<file path="config.mk">
export PLATFORM = sky130hd
export DESIGN_NAME = uart_rx
export DESIGN_NICKNAME = d
export VERILOG_FILES = /design/src/rtl/uart_pkg.sv /design/src/rtl/sync_2ff.sv /design/src/rtl/uart_rx.sv
export SDC_FILE = /design/constraint.sdc
export NUM_CORES = 1
export LEC_CHECK = 0
export ABC_AREA = 0
export BUFFER_PORTS_ARGS = -buffer_cell sky130_fd_sc_hd__buf_2
export CORE_UTILIZATION = 50
export DETAILED_ROUTE_END_ITERATION = 10
export GPL_TIMING_DRIVEN = 0
export HOLD_SLACK_MARGIN = 0.15
export PLACE_DENSITY = 0.81
export SLEW_MARGIN = 20
export SYNTH_ARGS = -nofsm -noshare
export SYNTH_HDL_FRONTEND = slang
export SYNTH_HIERARCHICAL = 1
export SYNTH_SLANG_ARGS = --single-unit
</file>
<file path="constraint.sdc">
create_clock -name clk -period 1.9 [get_ports clk]
set_input_delay 0.38 -clock clk [delete_from_list [all_inputs] [get_ports clk]]
set_output_delay 0.38 -clock clk [all_outputs]
set_load 0.01 [all_outputs]
</file>
<file path="src/rtl/uart_pkg.sv">
// Shared definitions for the 8N1 UART receiver: FSM states, frame width and
// the bit-timing helper used to locate the middle of the start bit.
`timescale 1ns/1ps
package uart_pkg;

  localparam int DATA_BITS = 8;

  typedef enum logic [2:0] {
    IDLE       = 3'd0,
    START      = 3'd1,
    DATA       = 3'd2,
    STOP       = 3'd3,
    BREAK_WAIT = 3'd4
  } uart_state_e;

  // Last counter value of the half-bit wait that lands on mid start bit.
  function automatic int half_bit_last(input int clks_per_bit);
    return clks_per_bit / 2 - 1;
  endfunction

endpackage

</file>
<file path="src/rtl/sync_2ff.sv">
// Generic two-flop synchronizer for a single asynchronous level; the reset
// value is a parameter so an idle-high line does not look active after reset.
`timescale 1ns/1ps
module sync_2ff #(
  parameter logic RESET_VAL = 1'b1
) (
  input  logic clk,
  input  logic rst_n,
  input  logic async_i,
  output logic sync_o
);

  logic meta_q;
  logic sync_q;

  always_ff @(posedge clk or negedge rst_n) begin
    if (!rst_n) begin
      meta_q <= RESET_VAL;
      sync_q <= RESET_VAL;
    end else begin
      meta_q <= async_i;
      sync_q <= meta_q;
    end
  end

  assign sync_o = sync_q;

endmodule

</file>
<file path="src/rtl/uart_rx.sv">
// 8N1 UART receiver: synchronizes the RX pin, times each bit from the start
// edge and presents every good byte on dataOut with a one-cycle strobe.
`timescale 1ns/1ps
module uart_rx
  import uart_pkg::*;
#(
  parameter int CLKS_PER_BIT = 860
) (
  input  logic              clk,
  input  logic              rst_n,
  input  logic              serialInput,
  output logic [7:0]        dataOut,
  output logic              dataValid,
  output logic              frameError,
  output logic              busy,
  output uart_state_e       state_dbg
);

  localparam int CNT_W = $clog2(CLKS_PER_BIT);
  localparam logic [CNT_W-1:0] HALF_LAST = CNT_W'(half_bit_last(CLKS_PER_BIT));
  localparam logic [CNT_W-1:0] BIT_LAST  = CNT_W'(CLKS_PER_BIT - 1);
  localparam logic [2:0]       IDX_LAST  = 3'(DATA_BITS - 1);

  logic rx_s;

  sync_2ff #(.RESET_VAL(1'b1)) u_sync (
    .clk     (clk),
    .rst_n   (rst_n),
    .async_i (serialInput),
    .sync_o  (rx_s)
  );

  uart_state_e          state_q, state_d;
  logic [CNT_W-1:0]     clk_cnt_q, clk_cnt_d;
  logic [2:0]           bit_idx_q, bit_idx_d;
  logic [DATA_BITS-1:0] shift_q, shift_d;
  logic [7:0]           data_q, data_d;
  logic                 valid_q, valid_d;
  logic                 ferr_q, ferr_d;
  logic                 busy_q, busy_d;

  // dataValid is a pure strobe: there is no ready, the consumer must take
  // dataOut on the cycle dataValid is high (dataOut then holds until the next).
  always_comb begin
    state_d   = state_q;
    clk_cnt_d = clk_cnt_q;
    bit_idx_d = bit_idx_q;
    shift_d   = shift_q;
    data_d    = data_q;
    valid_d   = 1'b0;
    ferr_d    = 1'b0;
    busy_d    = busy_q;

    unique case (state_q)
      IDLE: begin
        if (!rx_s) begin
          state_d   = START;
          clk_cnt_d = '0;
          busy_d    = 1'b1;
        end
      end

      START: begin
        if (clk_cnt_q == HALF_LAST) begin
          if (!rx_s) begin
            state_d   = DATA;
            clk_cnt_d = '0;
            bit_idx_d = '0;
          end else begin
            // Line went back high before mid start bit: a glitch, not a frame.
            state_d = IDLE;
            busy_d  = 1'b0;
          end
        end else begin
          clk_cnt_d = clk_cnt_q + 1'b1;
        end
      end

      DATA: begin
        if (clk_cnt_q == BIT_LAST) begin
          clk_cnt_d          = '0;
          shift_d[bit_idx_q] = rx_s;
          if (bit_idx_q == IDX_LAST) begin
            state_d = STOP;
          end else begin
            bit_idx_d = bit_idx_q + 3'd1;
          end
        end else begin
          clk_cnt_d = clk_cnt_q + 1'b1;
        end
      end

      STOP: begin
        if (clk_cnt_q == BIT_LAST) begin
          clk_cnt_d = '0;
          if (rx_s) begin
            data_d  = shift_q;
            valid_d = 1'b1;
            state_d = IDLE;
            busy_d  = 1'b0;
          end else begin
            ferr_d  = 1'b1;
            state_d = BREAK_WAIT;
          end
        end else begin
          clk_cnt_d = clk_cnt_q + 1'b1;
        end
      end

      BREAK_WAIT: begin
        if (rx_s) begin
          state_d = IDLE;
          busy_d  = 1'b0;
        end
      end

      default: begin
        state_d = IDLE;
        busy_d  = 1'b0;
      end
    endcase
  end

  always_ff @(posedge clk or negedge rst_n) begin
    if (!rst_n) begin
      state_q   <= IDLE;
      clk_cnt_q <= '0;
      bit_idx_q <= '0;
      shift_q   <= '0;
      data_q    <= 8'h00;
      valid_q   <= 1'b0;
      ferr_q    <= 1'b0;
      busy_q    <= 1'b0;
    end else begin
      state_q   <= state_d;
      clk_cnt_q <= clk_cnt_d;
      bit_idx_q <= bit_idx_d;
      shift_q   <= shift_d;
      data_q    <= data_d;
      valid_q   <= valid_d;
      ferr_q    <= ferr_d;
      busy_q    <= busy_d;
    end
  end

  assign dataOut    = data_q;
  assign dataValid  = valid_q;
  assign frameError = ferr_q;
  assign busy       = busy_q;
  assign state_dbg  = state_q;

endmodule

</file>
## Word level (Yosys, flattened, before mapping)

Index checks and enable logic that the tools add are counted.

- Add/subtract/negate cells: 2
- $lt $le $gt $ge: 2
- Equal/unequal tests: 15
- Multiplexer cells: 32
- Reduce and logical (&&, ||, !) cells: 10
- Bitwise gates (word level): 1

Operator list:

| kind | number |
|---|---|
| $mux 3 | 11 |
| $mux 10 | 3 |
| $pmux 10 s3 | 1 |
| $pmux 3 s5 | 1 |
| $ne 2x2->1 const B | 7 |
| $mux 1 | 11 |
| $add 10x1->10 const B | 1 |
| $eq 10x10->1 const B | 1 |
| $eq 10x9->1 const B | 1 |
| $bwmux 8 | 1 |
| $eq 3x2->1 const B | 2 |
| $eq 3x3->1 const B | 2 |
| $pmux 3 s2 | 1 |
| $reduce_and 6->1 | 1 |
| $pmux 1 s5 | 1 |
| $reduce_and 5->1 | 1 |
| $lt 3x4->1 const B | 1 |
| $reduce_and 4->1 | 1 |
| $add 3x1->3 const B | 1 |
| $demux 1 s3 | 1 |
| $eq 3x1->1 const B | 1 |
| $ge 3x1->1 const B | 1 |
| $logic_not 3->1 | 1 |
| $reduce_and 3->1 | 1 |
| 8 further kinds | 8 |

- Logic and storage cells: 72
- Register bits after elaboration: 37

## Longest topological paths before layout

- Depth in word-level cells: 5
- Depth in mapped cells: 7

## Cells and area by module

The synthesis kept the hierarchy.

Modules (own cells, without submodules):

| module | area an instance (um^2) | times used | sequential area each (um^2) | cells each |
|---|---|---|---|---|
| uart_rx | 1,829.3 | 1 | 875.8 | 167 |
| sync_2ff | 52.6 | 1 | 52.6 | 2 |

## Least setup slack after synthesis

No wires, ideal clock.

- Kind: reg-to-reg
- Start point: register clk_cnt_q[1]
- End point: register bit_idx_q[0]
- Slack: -0.047 ns
- Stages on the path, launching flop included: 8
- Required time: 1.775 ns
- Data arrival time: 1.822 ns
- Cell sequence: dfrtp_1 -> inv_1 -> ha_1 -> or3b_1 -> or3_4 -> nor4_2 -> o32ai_1 -> mux2_2

- Longest elaborated chain between the ends: 3
- Elaborated cells between the ends (all ways): 5

RTL lines:

| what | line | text |
|---|---|---|
| start, declared | uart_rx.sv:34 | `logic [CNT_W-1:0] clk_cnt_q, clk_cnt_d;` |
| start signal, assigned | uart_rx.sv:136 | `clk_cnt_q <= clk_cnt_d;` |
| $eq 10x10->1 or $eq 10x9->1 (tied branches) | uart_rx.sv:80, uart_rx.sv:64 |  |
| $ne 2x2->1 (no source line) | - |  |
| $reduce_and 5->1 (no source line) (*) | - |  |
| end signal, assigned | uart_rx.sv:137 | `bit_idx_q <= bit_idx_d;` |
| end, declared | uart_rx.sv:35 | `logic [2:0] bit_idx_q, bit_idx_d;` |

Every way passes the cells marked *; elsewhere a longest branch is shown, timed or not.
A chain may end at the register's enable or synchronous reset.

## Worst setup path after layout

Same ends and word-level chain as after synthesis.

==> results_dict.tcl <==
set metrics [dict create \
    ys.flop_type "dfrtp_1" \
    antenna_cells 0 \
    grt_start_max_net_pins 38 \
    ys_warn_count 6 \
    synth-compound-area-share_pct 13.2 \
    rsz0062_at_grt "yes" \
    muxShareOfSynthArea_pct 10.1 \
    synth_most_common_cell "dfrtp_1" \
    p_leak_nw 1.18 \
    placementRows 21 \
    cts_sinks 37 \
    tritoncts "done" \
    cts_root_buf "clkbuf_8" \
    first_pass_iters 4 \
    ys_types 51 \
    critPathKind "register to register" \
    io-pin-count 17 \
    drc_errors 0 \
    drv_cap 0 \
    crit_fanout 4 \
    final_core_util_pct 70.4 \
    violations "negative setup slack" \
    synth_top_family_by_area "simple AND/OR/NAND/NOR gates" \
    start_util_pct 54.3 \
    dp_hpwl_um 2530 \
    power_w 0.00154 \
    wl_um 4440 \
    synthTopCellsByCount "dfrtp_1 (35), mux2_2 (13), nor2_1 (12), nand2_1 (9)" \
    status "finished, violations left" \
    die_y_um 63.4 \
    die-area_sq_um 4010 \
    final.setup.worst_slack_ns -0.174 \
    seq_area_frac_synth_pct 49.3 \
    synth.area.top_cells "dfrtp_1 (47%), mux2_2 (7.8%), dfstp_2 (2.8%), ha_1 (2.7%), nor2_1 (2.4%)" \
    ir_worst_vdd_v 0.000530 \
    synth_top_area_cell "dfrtp_1" \
    synthCells 169 \
    worst_pin_slew_ns 0.790 \
    die_x_um 63.4 \
    hold_class "primary input to asynchronous set/reset pin" \
    grt_pass1_wl_um 6610 \
    grt_pass1_vias 1394 \
    synthAdderAreaFrac_pct 2.66 \
    setup_viol_count_final 28 \
    start_kind "register" \
    path_clk_slew_ns 0.08 \
    yosys.area_share.simple_pct 20.3 \
    layout-drive-gt1-share_pct 42.9 \
    routabilityCongestion 0.878 \
    syn_area_per_cell_sq_um 11.1 \
    critical_path_required_ns 2.09 \
    antenna_found_initial 0 \
    nFillCells 227 \
    track_usage_pct 21.9 \
    fin_skew_ns 0.00576 \
    synthArstFlopShare_pct 100 \
    slew_headroom_pct 47.4 \
    syn_nets 176 \
    ctsLongestPathBuffers 2 \
    period_minus_slack_ns 2.07 \
    htree_levels 2 \
    cp.arrival_ns 2.27 \
    power_density_nw_per_um2 629 \
    clk-insertion-delay-late_ns 0.30 \
    overflow 0 \
    period_share_pct 109 \
    core_area_sq_um 3470 \
    setup.worst_path.end_class "register" \
    drv_slew 0 \
    synth.top_cell.area_share_pct 46.5 \
    syn_to_final_growth_pct 29.8 \
    syn_area_sq_um 1880 \
    synth_xor_area_share_pct 0.931 \
    drt-wirelength-per-cell_um 17.3 \
    cts_buffers 5 \
    drt_iter0_markers 93 \
    vias 1552 \
    io_buffers 16 \
    hold_violations 0 \
    synth-seq-cells 37 \
    synth_edf_count 0 \
    ant_nets 0 \
    viasPerCell 6.06 \
    nNetsFinal 216 \
    timing.fmax_mhz 482 \
]
cells by family after synthesis:
family          Yosys count
flops                    37
mux                      17
xor+xnor                  2
simple gates             61
buf+inv                  13
fa+ha+maj                 4
compound gates           35
power by group:
group,total (W),switching [W],internal (W)
logic,0.0000243,0.0000211,0.00000320
registers,0.000794,0.00000269,0.000791
clock network,0.000718,0.000292,0.000427
total,0.00154,0.000316,0.00122
worst max-delay path, cell delays in order, from the launching register on:
cell	delay, ns
dfrtp_1	0.41
inv_2	0.09
ha_4	0.12
or3b_4	0.39
or3_4	0.38
nor4_4	0.15
o32ai_2	0.14
mux2_4	0.29
routing by layer:
| metal | up-vias | track usage, % | part of all wire [%] |
|---|---|---|---|
| li1 | 696 | - | - |
| met1 | 769 | 28.0 | 40 |
| met2 | 71 | 34.2 | 49 |
| met3 | 16 | 6.70 | 7.7 |
| met4 | 0 | 9.09 | 2.8 |
| met5 | - | 0 | 0 |
registers in the layout (all words and copies together), names as in the netlist, 3 cells and up:
| signal | count |
|---|---|
| state_dbg | 3 |
| bit_idx_q | 3 |
| clk_cnt_q | 10 |
| shift_q | 8 |
| dataOut | 8 |
worst paths after layout:
path / slack, ns / end / startpoint / cells past startpoint
min reg2reg: 0.36 / u_sync/sync_o / u_sync/meta_q / 0
min in group clk: 0.18 / u_sync/meta_q / serialInput / 1
min: 0.16 / clk_cnt_q[5] / rst_n / 1
max in group asynchronous: 1.20 / clk_cnt_q[0] / rst_n / 1
max: -0.17 / bit_idx_q[0] / clk_cnt_q[1] / 7
max reg2reg: -0.17 / bit_idx_q[0] / clk_cnt_q[1] / 7
metrics by stage:
step	setup WS [ns]	area, sq um	TNS [ns]	hold WS [ns]	cells
floorplan	-0.0467	1880	-0.0847	0.0844	169
global placement	-0.183	2020	-2.97	0.347	231
detailed placement	-0.234	2020	-4.36	0.350	231
CTS	-0.153	2290	-1.48	0.173	246
global route	-0.238	2440	-4.31	0.168	256
finish	-0.174	2440	-2.51	0.158	256
cells in the final DEF (no fill, tap or decap), drive strengths merged, types with 2 or more instances in the layout:
master,instances
inv,4
a211oi,2
nand4,3
o32ai,2
nor3,6
dfrtp,35
and3,3
nand3b,3
nor3b,2
a31oi,2
nand3,8
and2,4
dfstp,2
nand2b,3
a22o,3
ha,4
clkbuf,9
buf,39
a21o,2
mux2,16
xor2,2
nand2,10
a21oi,8
nor2,12
o21ai,8
or3,2
layout make-up:
class	instances	area (sq um)	share of cell area, %
Clock buffer	6	82.6	3.38
Multi-Input combinational cell	119	1040	42.7
Clock inverter	2	37.5	1.54
Buffer	7	40.0	1.64
Inverter	4	15.0	0.615
Tap cell	46	57.6	2.36
Sequential cell	37	930	38.1
Timing Repair Buffer	35	238	9.73
repair_timing:
action / in CTS / in global routing
pin swaps: 7 / 10
resized for setup: 19 / 20
gates cloned: 0 / 0
hold buffers: 0 / 0
setup endpoints to repair: 29 / 30
buffers inserted: 8 / 11
No activity file was read; power rests on OpenSTA's default activity.
